[config.mk]
export PLATFORM = sky130hd
export DESIGN_NAME = phy_utx_gen
export DESIGN_NICKNAME = d
export VERILOG_FILES = /design/src/rtl/phy_utx_gen.sv
export SDC_FILE = /design/constraint.sdc
export NUM_CORES = 1
export LEC_CHECK = 0
export ABC_AREA = 1
export CORE_MARGIN = 2
export CORE_UTILIZATION = 60
export DETAILED_ROUTE_END_ITERATION = 8
export DONT_BUFFER_PORTS = 1
export GPL_TIMING_DRIVEN = 0
export PLACE_DENSITY = 0.74
export SLEW_MARGIN = 20
export SYNTH_ARGS = -nofsm -noshare
export SYNTH_HDL_FRONTEND = slang
export SYNTH_SLANG_ARGS = --single-unit
[constraint.sdc]
create_clock -name clk_sys -period 2.89 [get_ports clk_sys]
set_input_delay 0.1445 -clock clk_sys [delete_from_list [all_inputs] [get_ports clk_sys]]
set_output_delay 0.1445 -clock clk_sys [all_outputs]
set_load 0.05 [all_outputs]
[src/rtl/phy_utx_gen.sv]
// phy_utx_gen
// UART transmitter for the PHY layer. Outgoing words are buffered in a small
// FIFO behind a valid/ready handshake. A private baud divider sets the bit rate,
// and the frame format (parity mode, stop-bit count) is chosen at run time.
//
// Ports
//   clk_sys      system clock, rising edge
//   rst          synchronous active-high reset
//   tx_data      word to send, LSB first
//   tx_vld       tx_data valid; a push happens when tx_vld & tx_rdy
//   tx_rdy       FIFO has room (low while rst is high)
//   baud_div     bit period = baud_div+1 clocks (0 behaves like 1)
//   parity_mode  00 none, 01 even, 10 odd, 11 mark
//   stop2        1 = two stop bits, 0 = one
//   uart_tx      serial line, idle high, driven from a single flop
//   tx_busy      FSM not idle
//   fifo_cnt     words currently buffered
//
// state  | meaning
// IDLE   | line high, waiting for a buffered word
// START  | start bit (0)
// DATA   | data bits, LSB first
// PARITY | parity bit (even / odd / mark)
// STOP   | one or two stop bits (1); may pop the next word with no idle gap
module phy_utx_gen #(
  parameter int DATA_W     = 8,
  parameter int FIFO_DEPTH = 4,
  parameter int DIV_W      = 16
) (
  input  logic                        clk_sys,
  input  logic                        rst,
  input  logic [DATA_W-1:0]           tx_data,
  input  logic                        tx_vld,
  output logic                        tx_rdy,
  input  logic [DIV_W-1:0]            baud_div,
  input  logic [1:0]                  parity_mode,
  input  logic                        stop2,
  output logic                        uart_tx,
  output logic                        tx_busy,
  output logic [$clog2(FIFO_DEPTH):0] fifo_cnt
);
  localparam int AW = $clog2(FIFO_DEPTH);
  localparam int CW = AW + 1;
  localparam int BW = $clog2(DATA_W);

  typedef enum logic [2:0] {S_IDLE, S_START, S_DATA, S_PARITY, S_STOP} state_t;

  logic [DATA_W-1:0] mem [FIFO_DEPTH];
  logic [AW-1:0]     wr_ptr;
  logic [AW-1:0]     rd_ptr;
  logic              push;
  logic              pop;
  logic [DATA_W-1:0] head;

  state_t            state;
  logic [DIV_W-1:0]  timer;
  logic [DIV_W-1:0]  div_l;
  logic [DIV_W-1:0]  div_eff;
  logic [DATA_W-1:0] sh;
  logic [BW-1:0]     bit_idx;
  logic              par_en_l;
  logic              par_l;
  logic              stop2_l;
  logic              stop_idx;
  logic              par_calc;
  logic              bit_end;
  logic              last_stop;
  logic              line_nxt;

  assign tx_rdy    = !rst && (fifo_cnt < CW'(FIFO_DEPTH));
  assign push      = tx_vld && tx_rdy;
  assign head      = mem[rd_ptr];
  assign bit_end   = (timer == '0);
  assign last_stop = stop_idx || !stop2_l;
  // A pop only happens from IDLE or at the very end of the last stop bit.
  assign pop       = (fifo_cnt != '0) &&
                     ((state == S_IDLE) || ((state == S_STOP) && bit_end && last_stop));
  // A divisor of 0 would give a 1-clock bit; clamp it so 0 and 1 both give 2.
  assign div_eff   = (baud_div == '0) ? DIV_W'(1) : baud_div;

  always_comb begin
    case (parity_mode)
      2'b01:   par_calc = ^head;
      2'b10:   par_calc = ~^head;
      2'b11:   par_calc = 1'b1;
      default: par_calc = 1'b0;
    endcase
  end

  // Line value for the bit currently in progress. It is registered into
  // uart_tx, so the line trails the state by one clock.
  always_comb begin
    case (state)
      S_START:  line_nxt = 1'b0;
      S_DATA:   line_nxt = sh[0];
      S_PARITY: line_nxt = par_l;
      default:  line_nxt = 1'b1;
    endcase
  end

  always_ff @(posedge clk_sys) begin
    if (push) mem[wr_ptr] <= tx_data;
  end

  always_ff @(posedge clk_sys) begin
    if (rst) begin
      wr_ptr   <= '0;
      rd_ptr   <= '0;
      fifo_cnt <= '0;
    end else begin
      if (push) wr_ptr <= wr_ptr + 1'b1;
      if (pop)  rd_ptr <= rd_ptr + 1'b1;
      case ({push, pop})
        2'b10:   fifo_cnt <= fifo_cnt + 1'b1;
        2'b01:   fifo_cnt <= fifo_cnt - 1'b1;
        default: ;
      endcase
    end
  end

  always_ff @(posedge clk_sys) begin
    if (rst) begin
      state    <= S_IDLE;
      uart_tx  <= 1'b1;
      tx_busy  <= 1'b0;
      timer    <= '0;
      div_l    <= '0;
      sh       <= '0;
      bit_idx  <= '0;
      par_en_l <= 1'b0;
      par_l    <= 1'b0;
      stop2_l  <= 1'b0;
      stop_idx <= 1'b0;
    end else begin
      uart_tx <= line_nxt;
      case (state)
        S_START: begin
          if (bit_end) begin
            timer   <= div_l;
            bit_idx <= '0;
            state   <= S_DATA;
          end else begin
            timer <= timer - DIV_W'(1);
          end
        end
        S_DATA: begin
          if (bit_end) begin
            timer <= div_l;
            sh    <= sh >> 1;
            if (bit_idx == BW'(DATA_W - 1)) begin
              stop_idx <= 1'b0;
              state    <= par_en_l ? S_PARITY : S_STOP;
            end else begin
              bit_idx <= bit_idx + 1'b1;
            end
          end else begin
            timer <= timer - DIV_W'(1);
          end
        end
        S_PARITY: begin
          if (bit_end) begin
            timer    <= div_l;
            stop_idx <= 1'b0;
            state    <= S_STOP;
          end else begin
            timer <= timer - DIV_W'(1);
          end
        end
        S_STOP: begin
          if (bit_end) begin
            timer <= div_l;
            if (last_stop) begin
              state   <= S_IDLE;
              tx_busy <= 1'b0;
            end else begin
              stop_idx <= 1'b1;
            end
          end else begin
            timer <= timer - DIV_W'(1);
          end
        end
        default: ;
      endcase
      // Latching a new word overrides the IDLE/STOP transitions above, which
      // gives back-to-back frames with no idle cycle on the line.
      if (pop) begin
        sh       <= head;
        div_l    <= div_eff;
        timer    <= div_eff;
        par_en_l <= |parity_mode;
        par_l    <= par_calc;
        stop2_l  <= stop2;
        state    <= S_START;
        tx_busy  <= 1'b1;
      end
    end
  end

endmodule

==> results_dict.tcl, run 1 <==
set metrics [dict create \
    max_cap_viol_count 0 \
    rrSetupSlack_ns 0.16 \
    chipHeight_um 92.53 \
    areaGrowthSynthToFinish_pct 12.03 \
    postSynthAreaPerCell_um2 7.440 \
    port_buffers 0 \
    cp_max_fo 10 \
    vias_per_cell 5.346 \
    first_global_vias 4032 \
    timing_max_transition_violations_final 0 \
    synth_ff_type "sky130_fd_sc_hd__dfxtp_1" \
    first_pass_grt_wire_length_um 18440 \
    vias 4143 \
    drt_first_pass_iters 6 \
    end_kind "flip-flop" \
    design.portCount 36 \
    worst_pin_slew_ns 0.7650 \
    count_of_cell_types_in_the_netlist 37 \
    grt_max_degree 16 \
    post_detailed_placement_half_perimeter_wirelength_um 7838 \
    area_of_the_mapped_netlist_mm2 0.004702 \
    cts_made_buffers 9 \
    leakage_nw 2.311 \
    finalSetupTns_ns 0 \
    min_delay_path_class "input pin to flip-flop" \
    fin_total_pwr_mw 5.972 \
    status "completed" \
    die_outline_width_um 92.53 \
    nets 708 \
    final.min_clock_period_ns 2.727 \
    synth_edf_count 32 \
    power.sequential.fraction 0.331 \
    coreArea_mm2 0.007647 \
    grt_antenna_before_repair 0 \
    layout.cells.most_common "sky130_fd_sc_hd__nand2_1" \
    number_of_cell_instances_on_the_worst_register_to_register_path 16 \
    all_layer_gr_usage 0.2734 \
    clock-sinks 93 \
    synth_seq_cells 93 \
    cell_count_after_synthesis 632 \
    clock_skews_ns 0.01227 \
    combinationalPowerShare 0.537 \
    final-hold-violation-count 0 \
    num_antenna_cells 0 \
    power_report.internal_total_mw 3.108 \
    tritoncts "done" \
    initial_utilization 0.6149 \
    wl_per_cell_um 14.10 \
    clockRootBuffer "sky130_fd_sc_hd__clkbuf_8" \
    worstPathArrival_ns 2.96 \
    core.rowCount 32 \
    start_kind "flip-flop" \
    power_frac_clock 0.132 \
    netSwitchingFraction 0.4795 \
    max_slew_margin_vs_limit 0.4881 \
    psw_mw 2.864 \
    fillerInstances 669 \
    grt_remaining_overflow 0 \
    share_of_cells_above_drive_strength_1 0.07281 \
    rsz_0062_raised_after_global_routing "no" \
    antenna_left 0 \
    syn-num-nets 672 \
    hold_path_depth 2 \
    power.density_mw_per_mm2 1134 \
    setup.worst_path.class "flip-flop to flip-flop" \
    setup_viol 0 \
    route.detailed.drc 0 \
    worst_hold_slack_ns 0.002971 \
    clock_tree.htree_level_count 3 \
    synthesis.yosys.warnings 0 \
    cts_buffer_depth 2 \
    max-vdd-ir-drop_uv 504.6 \
    clkTransAtPathRegs_ns 0.09 \
    timing.fmax_ghz 0.3667 \
    yosysSeqAreaShare 0.4641 \
    timing.final.crit_share 0.9435 \
    drt_iter0_markers 290 \
    worst_ep_required_time_ns 3.12 \
    die-area_mm2 0.008561 \
    drt_wl_total_um 10930 \
    postSynth.asyncResetShare 0 \
    clkLatencyLatePin_ns 0.35 \
    layout.cells.most_common_list "sky130_fd_sc_hd__nand2_1 (188), sky130_fd_sc_hd__inv_1 (66), sky130_fd_sc_hd__nor2_1 (66), sky130_fd_sc_hd__dfxtp_1 (61), sky130_fd_sc_hd__nand3_1 (43)" \
    globalplace.congestion 0.9839 \
]
-- power groups by stage --
stage,registers (mW),logic [mW],clock network (mW)
floorplan,1.94,2.43,0
finish,1.98,3.21,0.785
detailed placement,1.99,3.10,0
global route,2.01,3.67,0.848
CTS,1.97,3.17,0.792
global placement,1.99,3.01,0
-- through the flow --
| step | cell area [um2] | std cells | worst slack, ns | util |
|---|---|---|---|---|
| after floorplan | 4702 | 632 | 0.2984 | - |
| after global placement | 4830 | 734 | 0.1059 | 0.6315 |
| after detailed placement | 4830 | 734 | 0.01829 | 0.6315 |
| after CTS | 5239 | 773 | 0.009345 | 0.6850 |
| after global routing | 5268 | 775 | 0.002560 | 0.6888 |
| final | 5268 | 775 | 0.1633 | 0.6888 |
-- routing by layer --
metal | GRT usage | vias up | share of wire
met2 | 0.4964 | 115 | 0.51
met5 | 0 | - | 0
li1 | - | 2122 | -
met1 | 0.3264 | 1891 | 0.41
met4 | 0.1070 | 0 | 0.020
met3 | 0.03743 | 15 | 0.056
-- layout make-up --
cell class	count	area (um2)	area share
inverters	73	281.5	0.05344
plain buffers	20	107.6	0.02043
clock buffers	13	150.1	0.02850
well taps	102	127.6	0.02423
flip-flops and latches	93	2182	0.4143
clock inverters	3	21.27	0.004038
repair buffers	25	245.2	0.04656
multi-input cells	446	2152	0.4086
-- cell usage after synthesis, types with 6 or more instances --
cell / instances / area (um2)
sky130_fd_sc_hd__a21oi_1: 35 / 175.2
sky130_fd_sc_hd__clkbuf_1: 9 / 33.78
sky130_fd_sc_hd__dfxtp_1: 61 / 1221
sky130_fd_sc_hd__edfxtp_1: 32 / 960.9
sky130_fd_sc_hd__ha_1: 9 / 112.6
sky130_fd_sc_hd__inv_1: 67 / 251.5
sky130_fd_sc_hd__nand2_1: 189 / 709.4
sky130_fd_sc_hd__nand3_1: 43 / 215.2
sky130_fd_sc_hd__nor2_1: 67 / 251.5
sky130_fd_sc_hd__o211ai_1: 6 / 45.04
sky130_fd_sc_hd__o21ai_0: 37 / 185.2
sky130_fd_sc_hd__o21ai_1: 14 / 70.07
sky130_fd_sc_hd__o22ai_1: 8 / 50.05
sky130_fd_sc_hd__xor2_1: 7 / 61.31
-- repair_timing --
action	4_1_cts	5_1_grt
pin swaps	0	3
endpoints found under the hold margin	49	0
hold buffers	23	0
setup buffers	0	2
gates resized for setup	1	5
endpoints found under the setup margin	1	25
-- logic make-up after synthesis --
kind of cell / after synthesis / synth area share
compound gates: 107 / 0.1235
fa+ha+maj: 10 / 0.02821
xor+xnor: 8 / 0.01490
buf+inv: 93 / 0.08222
flops: 93 / 0.4641
simple gates: 321 / 0.2871
-- worst max-delay path: stages (launching register included) --
cell,delay (ns)
sky130_fd_sc_hd__dfxtp_1,0.32
sky130_fd_sc_hd__inv_2,0.11
sky130_fd_sc_hd__ha_1,0.16
sky130_fd_sc_hd__inv_1,0.07
sky130_fd_sc_hd__nor3_4,0.16
sky130_fd_sc_hd__nand3_4,0.13
sky130_fd_sc_hd__o21ai_4,0.21
sky130_fd_sc_hd__nand2_4,0.12
sky130_fd_sc_hd__inv_8,0.12
sky130_fd_sc_hd__buf_6,0.16
sky130_fd_sc_hd__ha_1,0.15
sky130_fd_sc_hd__inv_1,0.06
sky130_fd_sc_hd__fa_1,0.38
sky130_fd_sc_hd__a21oi_1,0.16
sky130_fd_sc_hd__o21ai_0,0.11
sky130_fd_sc_hd__xor2_1,0.15
sky130_fd_sc_hd__nor2_1,0.05
-- sequential cells by signal (all words and copies together) (netlist names), named ones only --
register	cells
mem	32
div_l	16
timer	16
sh	8
bit_idx	3
fifo_cnt	3
state	3
rd_ptr	2
wr_ptr	2
par_en_l	1
par_l	1
stop2_l	1
stop_idx	1
tx_busy	1
uart_tx	1
-- final timing paths --
| check | from | end |
|---|---|---|
| worst min register to register | rd_ptr[1] | flip-flop |
| worst max-delay path | timer[0] | fifo_cnt[2] |
| worst max register to register | timer[0] | fifo_cnt[2] |
| worst min-delay path | baud_div[9] | div_l[9] |
No activity file was read; power rests on OpenSTA's default activity.
==> run 2, diff against run 1 <==
- PLACE_DENSITY: 0.74 -> 0.76
==> run 2 against run 1 <==
Effect of this change:
- first-iteration DRC count is 19% lower
- flip-flop and latch count unchanged
- global-route usage increased by 0.30 points
- combinational power barely moved
- clock power is 3.6% lower
- critical path type unchanged
==> results_dict.tcl, run 2 (synthesis results as in run 1) <==
set metrics [dict create \
    status "completed" \
    cts_buffer_depth 2 \
    power.density_mw_per_mm2 1127 \
    max_cap_viol_count 0 \
    finalSetupTns_ns 0 \
    numPlacedInstances 734 \
    worst_pin_slew_ns 0.8227 \
    nets 707 \
    fillerInstances 681 \
    end_kind "flip-flop" \
    tritoncts "done" \
    initial_utilization 0.6149 \
    timing.critical_path.buf_inv 4 \
    reg_top3 "mem (32), div_l (16), timer (16)" \
    cts_made_buffers 9 \
    min_delay_path_class "input pin to flip-flop" \
    critPathSlowestCell "sky130_fd_sc_hd__fa_1" \
    antenna_left 0 \
    die_outline_width_um 92.53 \
    leakage_nw 2.304 \
    clock_tree.htree_level_count 3 \
    all_layer_gr_usage 0.2764 \
    critical-path-top-cell-by-count "sky130_fd_sc_hd__inv_1" \
    worst_ep_required_time_ns 3.18 \
    route.detailed.drc 0 \
    clkLatencyLatePin_ns 0.36 \
    timing_max_transition_violations_final 0 \
    drt_first_pass_iters 5 \
    setup_fix_buffers_added_after_clock_tree_synthesis 0 \
    layout.cells.most_common "sky130_fd_sc_hd__nand2_1" \
    drt_wl_total_um 11100 \
    timing.fmax_ghz 0.3885 \
    globalplace.congestion 0.9640 \
    drt_iter0_markers 235 \
    share_of_cells_above_drive_strength_1 0.06696 \
    first_global_vias 4095 \
    largest_register_ffs 32 \
    vias 4203 \
    grt_antenna_before_repair 0 \
    die-area_mm2 0.008561 \
    layoutNonFillerInstCount 774 \
    grt_remaining_overflow 0 \
    port_buffers 0 \
    cp_max_fo 19 \
    final.min_clock_period_ns 2.574 \
    clock_skews_ns 0.01294 \
    fin_total_pwr_mw 5.921 \
    largest-register "mem" \
    rsz_0062_raised_after_global_routing "no" \
    areaGrowthSynthToFinish_pct 11.76 \
    first_pass_grt_wire_length_um 18450 \
    start_kind "flip-flop" \
    layout.cells.most_common_list "sky130_fd_sc_hd__nand2_1 (188), sky130_fd_sc_hd__inv_1 (66), sky130_fd_sc_hd__nor2_1 (66), sky130_fd_sc_hd__dfxtp_1 (61), sky130_fd_sc_hd__nand3_1 (43)" \
    num_antenna_cells 0 \
    wl_per_cell_um 14.35 \
    core.rowCount 32 \
    crit_chain "inv_1, ha_1, inv_1, nor3_4, nand3_4, o21ai_4, nand2_4, inv_8, ha_1, inv_1, fa_1, a21oi_1, o21ai_1, xor2_1, nor2_1" \
    top_cell_family_by_delay_on_the_critical_path "adder cells" \
    final-hold-violation-count 0 \
    clkTransAtPathRegs_ns 0.09 \
    design.portCount 36 \
    clockRootBuffer "sky130_fd_sc_hd__clkbuf_8" \
    chipHeight_um 92.53 \
    setup_viol 0 \
    clock-sinks 93 \
    max_slew_margin_vs_limit 0.4495 \
    coreArea_mm2 0.007647 \
    grt_max_degree 16 \
    timing.final.crit_share 0.8907 \
    cpPeakStageDelay_ns 0.39 \
    post_detailed_placement_half_perimeter_wirelength_um 7840 \
    vias_per_cell 5.430 \
    worstPathArrival_ns 2.87 \
    setup.worst_path.class "flip-flop to flip-flop" \
    max-vdd-ir-drop_uv 448.0 \
]
run 2: cell count changes in the layout (fill, tap and decap cells not counted), moves of 2 or more:
cell	change
sky130_fd_sc_hd__buf_4	-2
sky130_fd_sc_hd__clkbuf_1	-2
sky130_fd_sc_hd__clkinv_1	+3
sky130_fd_sc_hd__dlygate4sd3_1	+2
run 2: final timing paths:
path | from | to | slack (ns) | cells past startpoint
worst max-delay path | timer[1] | fifo_cnt[2] | 0.32 | 15
worst max register to register | timer[1] | fifo_cnt[2] | 0.32 | 15
worst min-delay path | parity_mode[1] | par_l | 0.02 | 4
worst min register to register | div_l[0] | div_l[0] | 0.47 | 2
run 2: through the flow:
| stage | setup WS, ns | utilization | hold slack (ns) | cell area, um2 |
|---|---|---|---|---|
| 2_1_floorplan | 0.2984 | - | 0.2434 | 4702 |
| 3_3_place_gp | 0.07327 | 0.6315 | 0.2435 | 4830 |
| 3_5_place_dp | 0.02811 | 0.6315 | 0.2435 | 4830 |
| 4_1_cts | 0.003424 | 0.6859 | 0.005644 | 5245 |
| 5_1_grt | 0.03923 | 0.6872 | 0.02281 | 5255 |
| 6_report | 0.3158 | 0.6872 | 0.01701 | 5255 |
run 2: worst reg2reg max path, delay by kind of cell (launching register included):
family	cells	cell delay, ns
xor gates and xnor gates	1	0.14
adders and majority gates	3	0.69
DFF	1	0.34
buffers and inverters	4	0.38
AOI/OAI and AO/OA	3	0.45
and+or+nand+nor	4	0.50
run 2: what timing repair did:
item	4_1_cts	5_1_grt
hold buffers	25	0
gates resized for setup	0	7
endpoints found under the hold margin	51	0
endpoints found under the setup margin	0	34
run 2: final cells by class:
cell class	instances	area, um2	area share
plain buffers	19	96.34	0.01833
clock buffers	9	123.9	0.02357
clock inverters	7	41.29	0.007857
inverters	73	281.5	0.05357
multi-input cells	446	2152	0.4095
flip-flops and latches	93	2182	0.4152
well taps	102	127.6	0.02429
repair buffers	25	250.2	0.04762
run 2: per-layer routing:
layer	part of all wire	track usage
met2	0.51	0.5036
met5	0	0
met1	0.41	0.3141
met3	0.053	0.05452
met4	0.025	0.1157
run 2: power by group:
part,internal (mW),switching (mW),leakage [nW]
Clock,0.307,0.450,0.0821
Sequential,1.68,0.297,0.792
Combinational,1.06,2.12,1.43
==> run 3, diff against run 2 <==
- CTS_BUF_LIST: unset -> sky130_fd_sc_hd__clkbuf_2 sky130_fd_sc_hd__clkbuf_4 sky130_fd_sc_hd__clkbuf_8
- REMOVE_ABC_BUFFERS: unset -> 1
==> run 3 against run 2 <==
Effect of this change:
- count of clock-buffer cells in the layout rose by 1
- via count increased by 0.43%
- routed wire length fell by 1.6%
- critical path type unchanged
- highest routed layer unchanged
==> results_dict.tcl, run 3 (synthesis results as in run 1) <==
set metrics [dict create \
    status "completed" \
    hold_path_depth 4 \
    rsz_0062_raised_after_global_routing "no" \
    worst_hold_slack_ns 0.03305 \
    drt_wl_total_um 10930 \
    die_outline_width_um 92.53 \
    vias 4221 \
    first_pass_grt_wire_length_um 18030 \
    setup_viol 0 \
    clockRootBuffer "sky130_fd_sc_hd__clkbuf_8" \
    die-area_mm2 0.008561 \
    drt_iter0_markers 254 \
    layout.cell_area.non_filler_mm2 0.005296 \
    grt_remaining_overflow 0 \
    number_of_cell_instances_on_the_worst_register_to_register_path 15 \
    crit_chain "inv_2, ha_1, inv_1, nor3_4, nand3_4, o21ai_4, nand2_8, inv_16, ha_1, inv_1, fa_1, a21oi_1, o21ai_0, xor2_1, nor2_1" \
    route.detailed.drc 0 \
    globalplace.congestion 0.8934 \
    core.rowCount 32 \
    tritoncts "done" \
    min_setup_slack_post_route_ns 0.2165 \
    r2r-start "timer[0]" \
    numPlacedInstances 714 \
    leakage_nw 2.317 \
    coreArea_mm2 0.007647 \
    worst_pin_slew_ns 0.7693 \
    rrSetupSlack_ns 0.22 \
    layout.cells.most_common_list "sky130_fd_sc_hd__nand2_1 (189), sky130_fd_sc_hd__inv_1 (66), sky130_fd_sc_hd__nor2_1 (66), sky130_fd_sc_hd__dfxtp_1 (61), sky130_fd_sc_hd__nand3_1 (43)" \
    layout.cells.most_common "sky130_fd_sc_hd__nand2_1" \
    timing.critical_path.buf_inv 4 \
    antenna_left 0 \
    nets 697 \
    clkTransAtPathRegs_ns 0.09 \
    all_layer_gr_usage 0.2652 \
    worstHoldEndpoint "par_l" \
    setup.worst_path.class "flip-flop to flip-flop" \
    final.min_clock_period_ns 2.674 \
    share_of_cells_above_drive_strength_1 0.07100 \
    min-delay-start "parity_mode[1]" \
    chipHeight_um 92.53 \
    clkLatencyLatePin_ns 0.35 \
    final-hold-violation-count 0 \
    drt_first_pass_iters 7 \
    layoutNonFillerInstCount 764 \
    top_cell_family_by_delay_on_the_critical_path "adder cells" \
    fin_total_pwr_mw 6.084 \
    grt_antenna_before_repair 0 \
    worst_ep_required_time_ns 3.18 \
    first_global_vias 3951 \
    placement.cell_area_mm2 0.004722 \
    cts_buffer_depth 2 \
    cts_made_buffers 9 \
    min_delay_path_class "input pin to flip-flop" \
    design.portCount 36 \
    post_detailed_placement_half_perimeter_wirelength_um 7058 \
    max_cap_viol_count 0 \
    timing.final.crit_share 0.9251 \
    timing_max_transition_violations_final 0 \
    vias_per_cell 5.525 \
    end_kind "flip-flop" \
    grt_max_degree 33 \
    finalSetupTns_ns 0 \
    place_ws_ns -0.4063 \
    areaGrowthSynthToFinish_pct 12.64 \
    timing.fmax_ghz 0.3740 \
    num_antenna_cells 0 \
    port_buffers 0 \
    clock_skews_ns 0.005917 \
    start_kind "flip-flop" \
    max_slew_margin_vs_limit 0.4852 \
    cpPeakStageDelay_ns 0.38 \
    largest-register "mem" \
    worst_r2r_endpoint "fifo_cnt[2]" \
    max-vdd-ir-drop_uv 589.2 \
    reg_top3 "mem (32), div_l (16), timer (16)" \
    clock-sinks 93 \
    worstPathArrival_ns 2.96 \
    largest_register_ffs 32 \
    wl_per_cell_um 14.31 \
    clock_tree.htree_level_count 3 \
    initial_utilization 0.6149 \
    final_core_util 0.6926 \
    power.density_mw_per_mm2 1149 \
    critPathSlowestCell "sky130_fd_sc_hd__fa_1" \
    cp_max_fo 28 \
]
==> run 3: worst max path at each step <==
stage,cells past startpoint,startpoint,endpoint
floorplan,15,timer[0],fifo_cnt[2]
global placement,15,timer[0],fifo_cnt[2]
detailed placement,15,timer[0],fifo_cnt[2]
CTS,15,timer[0],fifo_cnt[2]
global route,15,timer[0],fifo_cnt[2]
finish,15,timer[0],fifo_cnt[2]
==> run 3: area by class of cell <==
type / count / area [um2]
fill: 651 / 2351
sequential: 93 / 2182
multi-input combinational: 448 / 2180
timing repair buffer: 32 / 315.3
inverter: 73 / 290.3
clock buffer: 10 / 131.4
tap: 102 / 127.6
clock inverter: 6 / 70.07
==> run 3: report_power, final <==
part / internal, mW / switching, mW
clock network: 0.417 / 0.460
logic: 1.06 / 2.12
registers: 1.68 / 0.338
==> run 3: worst reg2reg max path, stage by stage, from the launching register on <==
cell and delay (ns):
sky130_fd_sc_hd__dfxtp_1 0.31, sky130_fd_sc_hd__inv_2 0.10, sky130_fd_sc_hd__ha_1 0.16, sky130_fd_sc_hd__inv_1 0.08
sky130_fd_sc_hd__nor3_4 0.24, sky130_fd_sc_hd__nand3_4 0.12, sky130_fd_sc_hd__o21ai_4 0.23, sky130_fd_sc_hd__nand2_8 0.12
sky130_fd_sc_hd__inv_16 0.14, sky130_fd_sc_hd__ha_1 0.16, sky130_fd_sc_hd__inv_1 0.07, sky130_fd_sc_hd__fa_1 0.38
sky130_fd_sc_hd__a21oi_1 0.16, sky130_fd_sc_hd__o21ai_0 0.12, sky130_fd_sc_hd__xor2_1 0.15, sky130_fd_sc_hd__nor2_1 0.10
==> run 3: repair_timing <==
action,in CTS,in global routing
pin swaps,2,1
resized for setup,5,3
gates cloned,2,0
hold buffers,26,0
endpoints found under the setup margin,2,34
hold endpoints to repair,68,0
setup buffers,2,4
==> run 3: metal layers <==
layer  up-vias  routed length [um]  global-route usage
met4         0                 125             0.08333
met2       147                5373              0.4647
li1       2102                   -                   -
met5         -                   0                   0
met1      1957                4748              0.3333
met3        15                 684             0.04638
